## src/rtl/hazard_pkg.sv

```systemverilog
// +----------------------------------------------------------------------+
// | hazard_pkg                                                           |
// | Shared types and constants for the pipeline hazard controller.       |
// | Revision: 1.0                                                        |
// +----------------------------------------------------------------------+
`default_nettype none

package hazard_pkg;

  typedef enum logic [0:0] {
    HZ_RUN      = 1'b0,
    HZ_MEM_WAIT = 1'b1
  } hz_state_e;

  localparam logic [1:0] FWD_RS    = 2'b00;
  localparam logic [1:0] FWD_EXMEM = 2'b01;
  localparam logic [1:0] FWD_MEMWB = 2'b10;
  localparam logic [1:0] RU_SRC_DM = 2'b01;

  // x0 is hardwired to zero, so a write to it never produces a usable value.
  function automatic logic reg_hit(input logic we, input logic [4:0] rd,
                                   input logic [4:0] src);
    return we && (rd != 5'd0) && (rd == src);
  endfunction

endpackage

`default_nettype wire

```

## src/rtl/hazard_unit_fwd_sel.sv

```systemverilog
// +----------------------------------------------------------------------+
// | fwd_sel                                                              |
// | ALU operand forwarding select; the younger MEM result wins over WB.  |
// | Revision: 1.0                                                        |
// +----------------------------------------------------------------------+
`default_nettype none

module fwd_sel
  import hazard_pkg::*;
(
  input  logic [4:0] src_i,
  input  logic [4:0] mem_rd_i,
  input  logic       mem_ru_write_i,
  input  logic [4:0] wb_rd_i,
  input  logic       wb_ru_write_i,
  output logic [1:0] sel_o
);

  always_comb begin
    sel_o = FWD_RS;
    if (reg_hit(mem_ru_write_i, mem_rd_i, src_i)) begin
      sel_o = FWD_EXMEM;
    end else if (reg_hit(wb_ru_write_i, wb_rd_i, src_i)) begin
      sel_o = FWD_MEMWB;
    end
  end

endmodule

`default_nettype wire

```

## src/rtl/hazard_unit.sv

```systemverilog
// +----------------------------------------------------------------------+
// | hazard_unit                                                          |
// | Stall/flush/forward control, memory-wait FSM and event counters.     |
// | Revision: 1.0                                                        |
// +----------------------------------------------------------------------+
`default_nettype none

module hazard_unit
  import hazard_pkg::*;
#(
  parameter int MAX_WAIT = 16,
  parameter int CNT_W    = 32
) (
  input  logic             clk,
  input  logic             rst_n,
  input  logic [4:0]       de_rs1,
  input  logic [4:0]       de_rs2,
  input  logic [4:0]       ex_rs1,
  input  logic [4:0]       ex_rs2,
  input  logic [4:0]       ex_rd,
  input  logic             ex_ru_write,
  input  logic [1:0]       ex_ru_data_src,
  input  logic [4:0]       mem_rd,
  input  logic             mem_ru_write,
  input  logic [4:0]       wb_rd,
  input  logic             wb_ru_write,
  input  logic             br_taken,
  input  logic             dm_busy,
  output logic             pc_enable,
  output logic             if_de_enable,
  output logic             de_ex_enable,
  output logic             ex_mem_enable,
  output logic             mem_wb_enable,
  output logic             if_de_flush,
  output logic             de_ex_flush,
  output logic [1:0]       fwd_a_sel,
  output logic [1:0]       fwd_b_sel,
  output logic             mem_timeout,
  output logic [CNT_W-1:0] stall_count,
  output logic [CNT_W-1:0] flush_count
);

  localparam logic [4:0] MAX_WAIT_C = 5'(MAX_WAIT);

  hz_state_e        state_q, state_d;
  logic [4:0]       wait_cnt_q, wait_cnt_d;
  logic             timeout_q, timeout_d;
  logic [CNT_W-1:0] stall_q, stall_d;
  logic [CNT_W-1:0] flush_q, flush_d;

  logic       load_use;
  logic       rule_freeze, rule_branch, rule_lu;
  logic [1:0] fwd_a, fwd_b;

  fwd_sel u_fwd_a (
    .src_i          (ex_rs1),
    .mem_rd_i       (mem_rd),
    .mem_ru_write_i (mem_ru_write),
    .wb_rd_i        (wb_rd),
    .wb_ru_write_i  (wb_ru_write),
    .sel_o          (fwd_a)
  );

  fwd_sel u_fwd_b (
    .src_i          (ex_rs2),
    .mem_rd_i       (mem_rd),
    .mem_ru_write_i (mem_ru_write),
    .wb_rd_i        (wb_rd),
    .wb_ru_write_i  (wb_ru_write),
    .sel_o          (fwd_b)
  );

  assign load_use = ex_ru_write && (ex_ru_data_src == RU_SRC_DM) &&
                    (ex_rd != 5'd0) && ((ex_rd == de_rs1) || (ex_rd == de_rs2));

  assign rule_freeze = dm_busy;
  assign rule_branch = !dm_busy && br_taken;
  assign rule_lu     = !dm_busy && !br_taken && load_use;

  always_comb begin
    pc_enable     = 1'b1;
    if_de_enable  = 1'b1;
    de_ex_enable  = 1'b1;
    ex_mem_enable = 1'b1;
    mem_wb_enable = 1'b1;
    if_de_flush   = 1'b0;
    de_ex_flush   = 1'b0;
    fwd_a_sel     = fwd_a;
    fwd_b_sel     = fwd_b;
    if (!rst_n) begin
      pc_enable     = 1'b0;
      if_de_enable  = 1'b0;
      de_ex_enable  = 1'b0;
      ex_mem_enable = 1'b0;
      mem_wb_enable = 1'b0;
      if_de_flush   = 1'b1;
      de_ex_flush   = 1'b1;
      fwd_a_sel     = FWD_RS;
      fwd_b_sel     = FWD_RS;
    end else if (rule_freeze) begin
      pc_enable     = 1'b0;
      if_de_enable  = 1'b0;
      de_ex_enable  = 1'b0;
      ex_mem_enable = 1'b0;
      mem_wb_enable = 1'b0;
    end else if (rule_branch) begin
      if_de_flush   = 1'b1;
      de_ex_flush   = 1'b1;
    end else if (rule_lu) begin
      pc_enable     = 1'b0;
      if_de_enable  = 1'b0;
      de_ex_flush   = 1'b1;
    end
  end

  always_comb begin
    state_d    = state_q;
    wait_cnt_d = 5'd0;
    case (state_q)
      HZ_RUN:      if (dm_busy)  state_d = HZ_MEM_WAIT;
      HZ_MEM_WAIT: if (!dm_busy) state_d = HZ_RUN;
      default:     state_d = HZ_RUN;
    endcase
    // wait_cnt holds the number of cycles already spent in MEM_WAIT.
    if (state_d == HZ_MEM_WAIT) begin
      wait_cnt_d = (wait_cnt_q == 5'h1f) ? wait_cnt_q : wait_cnt_q + 5'd1;
    end
    timeout_d = timeout_q ||
                ((state_q == HZ_MEM_WAIT) && (wait_cnt_q >= MAX_WAIT_C));
    stall_d = stall_q;
    if ((rule_freeze || rule_lu) && (stall_q != '1)) stall_d = stall_q + CNT_W'(1);
    flush_d = flush_q;
    if (rule_branch && (flush_q != '1)) flush_d = flush_q + CNT_W'(1);
  end

  always_ff @(posedge clk or negedge rst_n) begin
    if (!rst_n) begin
      state_q    <= HZ_RUN;
      wait_cnt_q <= 5'd0;
      timeout_q  <= 1'b0;
      stall_q    <= '0;
      flush_q    <= '0;
    end else begin
      state_q    <= state_d;
      wait_cnt_q <= wait_cnt_d;
      timeout_q  <= timeout_d;
      stall_q    <= stall_d;
      flush_q    <= flush_d;
    end
  end

  assign mem_timeout = timeout_q;
  assign stall_count = stall_q;
  assign flush_count = flush_q;

endmodule

`default_nettype wire

```

## config.mk

```make
export PLATFORM = sky130hd
export DESIGN_NAME = hazard_unit
export DESIGN_NICKNAME = d
export VERILOG_FILES = /design/src/rtl/hazard_pkg.sv /design/src/rtl/hazard_unit_fwd_sel.sv /design/src/rtl/hazard_unit.sv
export SDC_FILE = /design/constraint.sdc
export NUM_CORES = 1
export LEC_CHECK = 0
export CORE_MARGIN = 10
export CORE_UTILIZATION = 42
export CTS_BUF_LIST = sky130_fd_sc_hd__clkbuf_8 sky130_fd_sc_hd__clkbuf_16
export CTS_CLUSTER_SIZE = 25
export DETAILED_ROUTE_END_ITERATION = 6
export HOLD_SLACK_MARGIN = 0.03
export PLACE_DENSITY = 0.76
export SLEW_MARGIN = 20
export SYNTH_ARGS = -nofsm -noshare
export SYNTH_HDL_FRONTEND = slang
export SYNTH_SLANG_ARGS = --single-unit
```

## constraint.sdc

```tcl
create_clock -name clk -period 1.65 [get_ports clk]
set_input_delay 0.165 -clock clk [delete_from_list [all_inputs] [get_ports clk]]
set_output_delay 0.165 -clock clk [all_outputs]
set_load 0.05 [all_outputs]
```

[After elaboration in Yosys (flattened, before gate mapping)]
Cells that the tools add are included.
Storage, ports and cells
  output and inout port bits: 76
  bits in registers: 71
Cells by class
  $lt $le $gt $ge: 1
  multiplexer cells: 22
  add/subtract/negate cells: 3
  equality and inequality tests: 11
  reduce and logical (&&, ||, !) cells: 23
Operators by type and width (number)
  adder 32 x 1 -> 32 bit, second input constant: 2
  inequality test 32 bit, second input constant: 2
  == test 5 bit: 6
  logical AND 1 bit: 15
  nonzero test 5 bit: 3
  two-way mux 1 bit: 14
  two-way mux 2 bit: 6
  two-way mux 5 bit: 2
  adder 5 x 1 -> 5 bit, second input constant: 1
  == test 5 bit, second input constant: 1
  greater-or-equal comparator 5 bit, second input constant: 1
  logical OR 1 bit: 3
  == test 2 x 1 -> 1 bit, second input constant: 1
  logical NOT 1 bit: 2
  inequality test 2 bit, second input constant: 1

[Longest topological paths before layout]
  depth in word-level cells: 9
  mapped depth: 8
  mapped depth without buffers: 7

[Cells and area by module]
Synthesis repeated with hierarchy kept, for this count alone.
Second synthesis, totals
  cells, all modules: 372
  area, all modules: 3823.7 µm²
By module, submodules not included
  hazard_unit: seq. area each 1776.7 µm², cells each 332, instances 1, area an instance 3520.9 µm²
  fwd_sel: seq. area each 0.0 µm², cells each 20, instances 2, area an instance 151.4 µm²

[Worst setup path before layout]
Ideal clock, no wire load.
  kind: input-to-output
  from: input mem_rd[0]
  to: output fwd_a_sel[1]
  path buffers: 0
  arrival: 2516 ps
  cell stages on the path: 4
  data required time: 1485 ps
  slack: -1031 ps
  cells stage by stage: or4_1 > o21ai_0 > nor4_1 > nor4_1
On the way
  cells in the longest elaborated chain, start to end: 5
  elaborated cells on any way between the ends: 6
RTL lines
  start: declaration: RTL line hazard_unit.sv:23  | input logic [4:0] mem_rd,
  nonzero test 5 bit: RTL line hazard_pkg.sv:23  | return we && (rd != 5'd0) && (rd == src);
  logical AND 1 bit: RTL line hazard_pkg.sv:23
  logical AND 1 bit (*): RTL line hazard_pkg.sv:23
  two-way mux 2 bit (*): RTL line hazard_unit_fwd_sel.sv:21  | if (reg_hit(mem_ru_write_i, mem_rd_i, src_i)) begin
  two-way mux 2 bit (*): RTL line hazard_unit.sv:90  | if (!rst_n) begin
  end: declaration: RTL line hazard_unit.sv:36  | output logic [1:0] fwd_a_sel,
Mark *: on every way between the ends. The rest lies on a longest branch, timed or not.

[Final worst setup path]
  from: register stall_q[0] (netlist: stall_count[0])
  to: register stall_q[11] (netlist: stall_count[11])
On the way
  cells in the longest elaborated chain, start to end: 2
  elaborated cells on any way between the ends: 3
RTL lines
  start: declaration: RTL line hazard_unit.sv:48  | logic [CNT_W-1:0] stall_q, stall_d;
  start signal: assignment: RTL line hazard_unit.sv:147  | stall_q <= stall_d;
  branches (longest 2 deep; another with adder 32 x 1 -> 32 bit)
Several ways; the timed one is not identified.
A chain may end at the register's enable or synchronous reset.

==> run metrics <==
largest net degree at the start of global routing 66; clock sink total 71; Reg clk slew, reported paths 0.08 ns; Layout Nets 669; worst slew pin tran 0.819 ns; WS Path Type register to register; DIE AREA 13200 µm²; type of origin of the critical path register; first-pass GRT wire length 19.9 mm; failing checks negative setup slack; clock buffer depth 2; share of cells above drive strength 1 62.0%; Hold Vio Cnt, Final 0; initial drt markers 150; CTS Buf Count 9; WL/cell 17.1 µm; synthesis warning total 0; Detailed Place HPWL 9.24 mm; via count 3732; sequential area share after synthesis 47.0%; fin crit period 1.81 ns; Clk Latency, worst-skew pair 0.35 ns; Placed Area 6220 µm²; Worst path max stage delay 0.39 ns; Max Cap Violations 0; Critical-path top delay cell dfrtp_2; Routed Wire Length 12.5 mm; CP delay by family, top simple AND/OR/NAND/NOR gates; Cells after Synth 372; Setup TNS Final -3.51 ns; vias per cell 5.08; pwr dens 801 nW/µm²; reg2reg setup slack -0.16 ns; post-place setup slack -0.683 ns; GRT Total Usage 18.3%; crit-path cells ha_4 > nand3_4 > nor3_4 > nand4_1 > o211ai_4 > buf_12 > nor3_2 > xor2_1; area grow syn2layout 82.3%; TritonRoute pass-1 iters 4; CTS tree yes; crit path DAT 2.04 ns; HP Class input port to asynchronous set/reset pin; Peak VDD IR 0.000792 V; RSZ-0062 raised after global routing true; initial antenna violation count 0; post-route clock period utilization 109%; vias in the first global route 4012; Final Setup Violations 45; number of flops mapped to enable cells by yosys 0; slew margin rel. 45.4%; post-route cell area 6900 µm²; status finished with violations; Root Driver clkbuf_8; Syn Std Cell Area 3780 µm²; RD Place Congestion 0.824; Worst Path Max Fanout 9; Core Footprint 8760 µm²; GRT overflow 0; Lkg Pwr 0.00329 µW; Unique masters post-synth 41; synthesized area per cell 10.2 µm²; Async S/R FF share, synth 100%; Initial Utilization 43.2%; drc violations 0; CTS H-tree lvls 3; Antenna Nets Post-Route 0; Clock Skews 0.00974 ns; most frequent cells in the layout 174 x buf_4, 59 x dfrtp_2, 45 x xnor2_1, 44 x xor2_1, 24 x nand2_1; commonest non-fill, non-tap cell in the layout buf_4; diode count 0; CP required 1.89 ns; crit path buf inv count 1; register bit count reported by yosys 71; # IOs 120; Die X 115 µm; row count 34; Synthesized Nets 420; Pins Over Slew Limit 0; Top FF cell, synth dfrtp_1; Die Y 115 µm; CP endpoint kind register; IO Port Bufs 119; Fmax achieved 0.554 GHz; Final WS setup -0.156 ns
## timing repair
item                       4_1_cts  5_1_grt
pin swaps                       40       35
resized for setup              117       63
setup buffers                   11        8
hold buffers                     1        0
hold endpoints to repair         6        0
setup endpoints to repair       48       68
gates cloned                     0        0
## layout make-up
| cell class | instances | area (µm²) |
|---|---|---|
| flip-flops and latches | 71 | 1850 |
| fillers | 547 | 1860 |
| inverters | 11 | 43.8 |
| repair buffers | 246 | 2110 |
| multi-input cells | 282 | 2560 |
| clock buffers | 9 | 124 |
| well taps | 108 | 135 |
| clock inverters | 7 | 75.1 |
## worst reg2reg max path: stages, from the launching register on
cell      delay (ns)
dfrtp_2         0.39
ha_4            0.16
nand3_4         0.09
nor3_4          0.23
nand4_1         0.20
o211ai_4        0.22
buf_12          0.20
nor3_2          0.06
xor2_1          0.14
## cell families (layout without fill, tap and decap cells)
family / count (synthesis) / after routing / share of synthesized area (%)
and+or+nand+nor: 170 / 170 / 24.0
adders and majority gates: 4 / 4 / 1.32
muxes: 5 / 5 / 1.42
AOI/OAI and AO/OA: 10 / 10 / 2.18
DFF: 71 / 71 / 47.0
xor gates and xnor gates: 93 / 93 / 21.5
buffers and inverters: 19 / 273 / 2.61
## stage by stage
stage	hold slack (ns)	std cells	util, %	power (µW)
floorplan	-0.131	372	-	3160
global placement	0.113	699	71.0	4010
detailed placement	0.111	699	71.0	4060
CTS	0.199	727	75.6	5480
global route	0.256	734	78.7	5780
finish	0.187	734	78.7	5520
## where the power goes
group          leakage (µW)  internal [µW]  switching, µW
clock network     0.0000968            700            710
registers          0.000845           1930            174
logic               0.00234            804           1210
total               0.00329           3430           2090
## flip-flops by register name, summed over array words and instances, names as in the netlist
name and count:
state_q 1, mem_timeout 1, stall_count 32, wait_cnt_q 5
flush_count 32
## metal layers
metal | part of all wire [%] | vias up | GRT usage [%]
met4 | 0.95 | 0 | 4.54
met2 | 53 | 97 | 31.8
li1 | - | 1780 | -
met3 | 5.8 | 16 | 5.10
met5 | 0 | - | 0
met1 | 40 | 1839 | 21.8
## path summary, 6_finish.rpt
| path | start | endpoint | cells past startpoint |
|---|---|---|---|
| hold reg to reg | state_q | mem_timeout | 1 |
| hold / removal | rst_n | flush_count[3] | 3 |
| min in group clk | dm_busy | state_q | 2 |
| setup / recovery | stall_count[0] | stall_count[11] | 8 |
| setup reg to reg | stall_count[0] | stall_count[11] | 8 |
| max in group asynchronous | rst_n | flush_count[10] | 3 |
## Yosys cell counts, types with 2 or more instances
master	number	area, µm²
nor4_2	2	25.0
or4_1	5	37.5
ha_1	4	50.1
buf_4	3	22.5
buf_6	2	22.5
nand3_1	29	145
nor3_2	2	20.0
mux2_1	2	22.5
nand4b_1	2	17.5
nor2_1	28	105
nor4_1	5	31.3
nand2_1	30	113
nor3_1	17	85.1
a21oi_1	2	10.0
xnor2_1	49	429
and3_1	7	43.8
nand2b_1	3	18.8
and4_1	2	17.5
nor2b_1	5	31.3
nand4_1	20	125
xor2_1	44	385
mux2i_1	2	20.0
clkbuf_1	2	7.51
and2_1	8	50.1
inv_1	11	41.3
dfrtp_1	71	1780
Power figures use the tool's default switching activity.
